**config.mk**
```make
export PLATFORM = sky130hd
export DESIGN_NAME = ladybird_uart_tx
export DESIGN_NICKNAME = d
export VERILOG_FILES = /design/src/rtl/ladybird_uart_pkg.sv /design/src/rtl/ladybird_uart_baud_cnt.sv /design/src/rtl/ladybird_uart_tx.sv
export SDC_FILE = /design/constraint.sdc
export NUM_CORES = 1
export LEC_CHECK = 0
export BUFFER_PORTS_ARGS = -buffer_cell sky130_fd_sc_hd__buf_2
export CORE_MARGIN = 4
export CORE_UTILIZATION = 45
export DETAILED_ROUTE_END_ITERATION = 8
export PLACE_DENSITY = 0.65
export SLEW_MARGIN = 10
export SYNTH_ARGS = -nofsm -noshare
export SYNTH_HDL_FRONTEND = slang
export SYNTH_SLANG_ARGS = --single-unit
```
**constraint.sdc**
```tcl
create_clock -name clk -period 1.7 [get_ports clk]
set_input_delay 0.17 -clock clk [delete_from_list [all_inputs] [get_ports clk]]
set_output_delay 0.17 -clock clk [all_outputs]
set_load 0.1 [all_outputs]
```
**src/rtl/ladybird_uart_pkg.sv**
```systemverilog
// Shared types and constants for the ladybird UART transmit and receive paths.
package ladybird_uart_pkg;

  typedef enum logic [2:0] {
    IDLE   = 3'd0,
    START  = 3'd1,
    DATA   = 3'd2,
    PARITY = 3'd3,
    STOP   = 3'd4
  } uart_tx_state_t;

  localparam logic TXD_IDLE  = 1'b1;
  localparam logic TXD_START = 1'b0;

  // 115200 baud from a 100 MHz clock; both directions must agree on this.
  localparam int DEFAULT_CLKS_PER_BIT = 868;

endpackage

```
**src/rtl/ladybird_uart_baud_cnt.sv**
```systemverilog
// Bit-period counter: counts 0..CLKS_PER_BIT-1 and pulses bit_end on the last cycle.
module ladybird_uart_baud_cnt
  import ladybird_uart_pkg::*;
#(
  parameter int  CLKS_PER_BIT = DEFAULT_CLKS_PER_BIT,
  localparam int CNT_W        = $clog2(CLKS_PER_BIT)
) (
  input  logic             clk,
  input  logic             rst,
  input  logic             clear,
  output logic [CNT_W-1:0] cnt,
  output logic             bit_end
);

  localparam logic [CNT_W-1:0] LAST = CNT_W'(CLKS_PER_BIT - 1);

  assign bit_end = !clear && (cnt == LAST);

  always_ff @(posedge clk or posedge rst) begin
    if (rst) begin
      cnt <= '0;
    end else if (clear || bit_end) begin
      cnt <= '0;
    end else begin
      cnt <= cnt + 1'b1;
    end
  end

endmodule

```
**src/rtl/ladybird_uart_tx.sv**
```systemverilog
// UART transmitter draining a valid/ready byte source onto a serial line.
// Optional even parity bit is enabled by defining LADYBIRD_UART_TX_PARITY_EN.
module ladybird_uart_tx
  import ladybird_uart_pkg::*;
#(
  parameter int CLKS_PER_BIT = DEFAULT_CLKS_PER_BIT,
  parameter int DATA_W       = 8,
  parameter int STOP_BITS    = 1
) (
  input  logic              clk,
  input  logic              rst,
  input  logic [DATA_W-1:0] s_data,
  input  logic              s_valid,
  output logic              s_ready,
  output logic              txd,
  output logic              busy
);

  localparam int CNT_W = $clog2(CLKS_PER_BIT);
  localparam int BIT_W = $clog2(DATA_W + 1);

  localparam logic [CNT_W-1:0] CNT_PRE_LAST = CNT_W'(CLKS_PER_BIT - 2);
  localparam logic [BIT_W-1:0] LAST_DATA    = BIT_W'(DATA_W - 1);
  localparam logic [BIT_W-1:0] LAST_STOP    = BIT_W'(STOP_BITS - 1);

  uart_tx_state_t    state;
  logic [DATA_W-1:0] shreg;
  logic [BIT_W-1:0]  bit_idx;
  logic [CNT_W-1:0]  baud_cnt;
  logic              bit_end;
  logic              transfer;
`ifdef LADYBIRD_UART_TX_PARITY_EN
  logic              parity_bit;
`endif

  assign transfer = s_valid && s_ready;

  // Held cleared while idle so every frame starts on a fresh bit period.
  ladybird_uart_baud_cnt #(
    .CLKS_PER_BIT(CLKS_PER_BIT)
  ) u_baud (
    .clk    (clk),
    .rst    (rst),
    .clear  (state == IDLE),
    .cnt    (baud_cnt),
    .bit_end(bit_end)
  );

  // s_ready is registered, so it is raised one cycle ahead of the final stop cycle.
  always_ff @(posedge clk or posedge rst) begin
    if (rst) begin
      state      <= IDLE;
      shreg      <= '0;
      bit_idx    <= '0;
      txd        <= TXD_IDLE;
      busy       <= 1'b0;
      s_ready    <= 1'b0;
`ifdef LADYBIRD_UART_TX_PARITY_EN
      parity_bit <= 1'b0;
`endif
    end else begin
      case (state)
        IDLE: begin
          if (transfer) begin
            state      <= START;
            shreg      <= s_data;
`ifdef LADYBIRD_UART_TX_PARITY_EN
            parity_bit <= ^s_data;
`endif
            bit_idx    <= '0;
            txd        <= TXD_START;
            busy       <= 1'b1;
            s_ready    <= 1'b0;
          end else begin
            txd     <= TXD_IDLE;
            busy    <= 1'b0;
            s_ready <= 1'b1;
          end
        end

        START: begin
          if (bit_end) begin
            state   <= DATA;
            txd     <= shreg[0];
            shreg   <= shreg >> 1;
            bit_idx <= '0;
          end
        end

        DATA: begin
          if (bit_end) begin
            if (bit_idx == LAST_DATA) begin
              bit_idx <= '0;
`ifdef LADYBIRD_UART_TX_PARITY_EN
              state   <= PARITY;
              txd     <= parity_bit;
`else
              state   <= STOP;
              txd     <= TXD_IDLE;
`endif
            end else begin
              bit_idx <= bit_idx + 1'b1;
              txd     <= shreg[0];
              shreg   <= shreg >> 1;
            end
          end
        end

`ifdef LADYBIRD_UART_TX_PARITY_EN
        PARITY: begin
          if (bit_end) begin
            state   <= STOP;
            txd     <= TXD_IDLE;
            bit_idx <= '0;
          end
        end
`endif

        STOP: begin
          if (bit_idx == LAST_STOP && baud_cnt == CNT_PRE_LAST) begin
            s_ready <= 1'b1;
          end
          if (bit_end) begin
            if (bit_idx == LAST_STOP) begin
              bit_idx <= '0;
              if (transfer) begin
                state      <= START;
                shreg      <= s_data;
`ifdef LADYBIRD_UART_TX_PARITY_EN
                parity_bit <= ^s_data;
`endif
                txd        <= TXD_START;
                s_ready    <= 1'b0;
              end else begin
                state   <= IDLE;
                txd     <= TXD_IDLE;
                busy    <= 1'b0;
                s_ready <= 1'b1;
              end
            end else begin
              bit_idx <= bit_idx + 1'b1;
            end
          end
        end

        default: begin
          state   <= IDLE;
          txd     <= TXD_IDLE;
          busy    <= 1'b0;
          s_ready <= 1'b0;
        end
      endcase
    end
  end

endmodule
```
==> metrics.yaml <==
status: "finished with violations"
violations: "negative setup slack"
irDropWorstVdd_v: 0.000644
crit_family: "flip-flops"
finalNonFillerCells: 284
rsz0062_at_grt: "yes"
numCtsBuffers: 3
gp_congestion: 0.870
setup_viol_count_final: 17
multi_input_area_um2: 1040
syn_area_um2: 1680
worst_pin_slew_ns: 0.486
synth_edf_count: 0
hp-class: "input port to flip-flop"
rows: 21
dp_slack_ns: -0.246
wirelength_mm: 4.77
ff_latch_area_um2: 709
postRouteAntennaNets: 0
p_total_mw: 2.32
place_inst: 265
p_per_area_nw_per_um2: 918
cts_tree: "built"
dpl-instance-area_um2: 2160
antenna_cells: 0
setup_slack_ns: -0.132
critPathSlowestCell: "dfrtp_2"
clock.fmax_mhz: 546
hpwlAfterDp_mm: 3.04
drcViolationCount: 0
min-delay-start: "s_data[7]"
r2r_slack_ns: -0.13
vias_per_cell: 5.54
drv_cap: 0
syn_inst: 163
finalMaxSlewViolations: 0
fin_area_um2: 2530
clock-root-buffer: "clkbuf_8"
synth_top_area_share_pct: 40.3
grt_pass1_wl_mm: 7.73
dieWidth_um: 69.0
critical-path-max-stage-delay_ns: 0.47
period_needed_ns: 1.83
clock-sinks: 28
finalNetCount: 254
p_leak_nw: 1.17
end_kind: "flip-flop"
hold_depth: 3
grtUsageTotal_pct: 19.8
cts_buffer_depth: 2
crit_fanout: 8
drive_gt1_share_pct: 55.0
ys_top_cells_by_count: "dfrtp_1 (27), nor2_1 (18), mux2_2 (15), inv_1 (11), xnor2_1 (9)"
first_pass_iters: 5
syn_avg_cell_area_um2: 10.3
grt.overflow.total: 0
critPathLaunchType: "flip-flop"
hold_viol_final: 0
hold_path_end: "shreg[7]$_DFFE_PP0P_"
crit_chain: "buf_4, xnor2_2, o21ai_4, a211oi_4, buf_6, mux2_2"
cp_data_arrival_time_ns: 2.00
dieArea_um2: 4770
yosysMostFrequentCell: "dfrtp_1"
vias: 1573
drt-initial-drc-count: 85
fin_util_pct: 72.9
tns_ns: -1.46
yosys.cell_types.count: 46
worstPathRequired_ns: 1.87
synth_ff_type: "dfrtp_1"
portBuffers: 13
synth-seq-area-share_pct: 41.9
r2r-end: "shreg[1]$_DFFE_PP0P_"
start_util_pct: 48.3
syn_to_final_growth_pct: 50.8
dieHeight_um: 69.0
critical_path_class: "flip-flop to flip-flop"
path_buf_inv: 2
yosys_register_bits: 28
r2r_cells: 6
grt_max_degree: 29
synth.area.top_cells: "dfrtp_1 (40%), mux2_2 (10%), xnor2_1 (4.7%)"
syn-num-nets: 178
clk_pin_slew_worst_paths_ns: 0.10
worstSkewPairLatency_ns: 0.28
cts.htree.levels: 1
grt_antenna_before_repair: 0
io_pins: 14
synth-async-reset-ratio_pct: 100
relSlewSlack_pct: 67.8
synth_top_cell_by_area: "dfrtp_1"
wl_per_cell_um: 16.8
num-fill-cells: 253
core-area_um2: 3470
r2r-start: "state[2]$_DFFE_PP0P_"
yosysWarnings: 0
fin_skew_ns: 0.00602
grt_pass1_vias: 1669
post-route-period-util_pct: 108
hold_slack_ns: 0.229
[worst max-delay path by stage]
stage	from	endpoint	slack, ns	cells after the start
6_report	state[2]$_DFFE_PP0P_	shreg[1]$_DFFE_PP0P_	-0.13	6
5_1_grt	bit_idx[0]$_DFFE_PP0P_	shreg[1]$_DFFE_PP0P_	-0.19	7
4_1_cts	u_baud.cnt[3]$_DFF_PP0_	shreg[1]$_DFFE_PP0P_	-0.13	5
3_5_place_dp	bit_idx[1]$_DFFE_PP0P_	shreg[1]$_DFFE_PP0P_	-0.25	7
3_3_place_gp	state[0]$_DFFE_PP0P_	shreg[4]$_DFFE_PP0P_	-0.16	6
2_1_floorplan	u_baud.cnt[7]$_DFF_PP0_	shreg[0]$_DFFE_PP0P_	-0.15	4
[layout by cell type (no fill, tap or decap), types with 2 or more instances in the layout]
| master | count |
|---|---|
| nand3_1 | 5 |
| nor3b_4 | 2 |
| inv_2 | 2 |
| a211oi_1 | 2 |
| o21ai_0 | 4 |
| buf_6 | 11 |
| buf_2 | 13 |
| inv_1 | 9 |
| dfrtp_1 | 23 |
| a31oi_1 | 3 |
| a211oi_2 | 2 |
| ha_1 | 2 |
| nor2_2 | 2 |
| nor3_1 | 2 |
| clkbuf_8 | 3 |
| or3b_4 | 2 |
| buf_4 | 52 |
| mux2_2 | 15 |
| a21o_1 | 3 |
| mux2i_1 | 2 |
| nor2_1 | 16 |
| nand2_1 | 7 |
| xor2_1 | 2 |
| dfrtp_2 | 3 |
| a21oi_1 | 3 |
| xnor2_1 | 8 |
[cell families after synthesis]
logic type | Yosys count | share of synthesized area, %
xor gates and xnor gates | 11 | 5.75
adders and majority gates | 5 | 3.58
muxes | 18 | 11.9
DFF | 28 | 41.9
buffers and inverters | 18 | 4.48
AOI/OAI and AO/OA | 32 | 14.6
and+or+nand+nor | 51 | 17.9
[what timing repair did]
item	in CTS	in global routing
setup endpoints to repair	18	17
hold buffers	1	0
resized for setup	34	11
endpoints found under the hold margin	27	0
buffers inserted	10	5
pin swaps	10	6
gates cloned	0	0
[final cells by class]
type                       count  share of cell area, %
multi-input combinational    117                   41.1
sequential                    28                   28.1
timing repair buffer          78                   24.1
tap                           46                   2.28
clock buffer                   3                   1.63
inverter                      11                   1.63
clock inverter                 1                   1.19
[power by group]
| group | internal (mW) | switching (mW) |
|---|---|---|
| sequential | 0.833 | 0.110 |
| clock | 0.316 | 0.220 |
| combinational | 0.387 | 0.456 |
| total | 1.54 | 0.786 |
[tightest hold or removal path, cell delays in order]
cell     delay, ns
buf_2         0.07
nor2b_1       0.10
mux2_2        0.14
[routing by layer]
metal	GRT usage (%)	routed length, µm	share of wire [%]	vias up
met1	24.0	2050	43	781
met3	2.91	163	3.4	10
li1	-	-	-	733
met4	7.16	91	1.9	0
met5	0	0	0	-
met2	35.4	2460	52	49
[sequential cells by signal (all words and copies together) (netlist names)]
name / flops
bit_idx: 4
busy: 1
s_ready: 1
shreg: 8
state: 3
txd: 1
u_baud.cnt: 10
(Power assumes the default switching activity.)
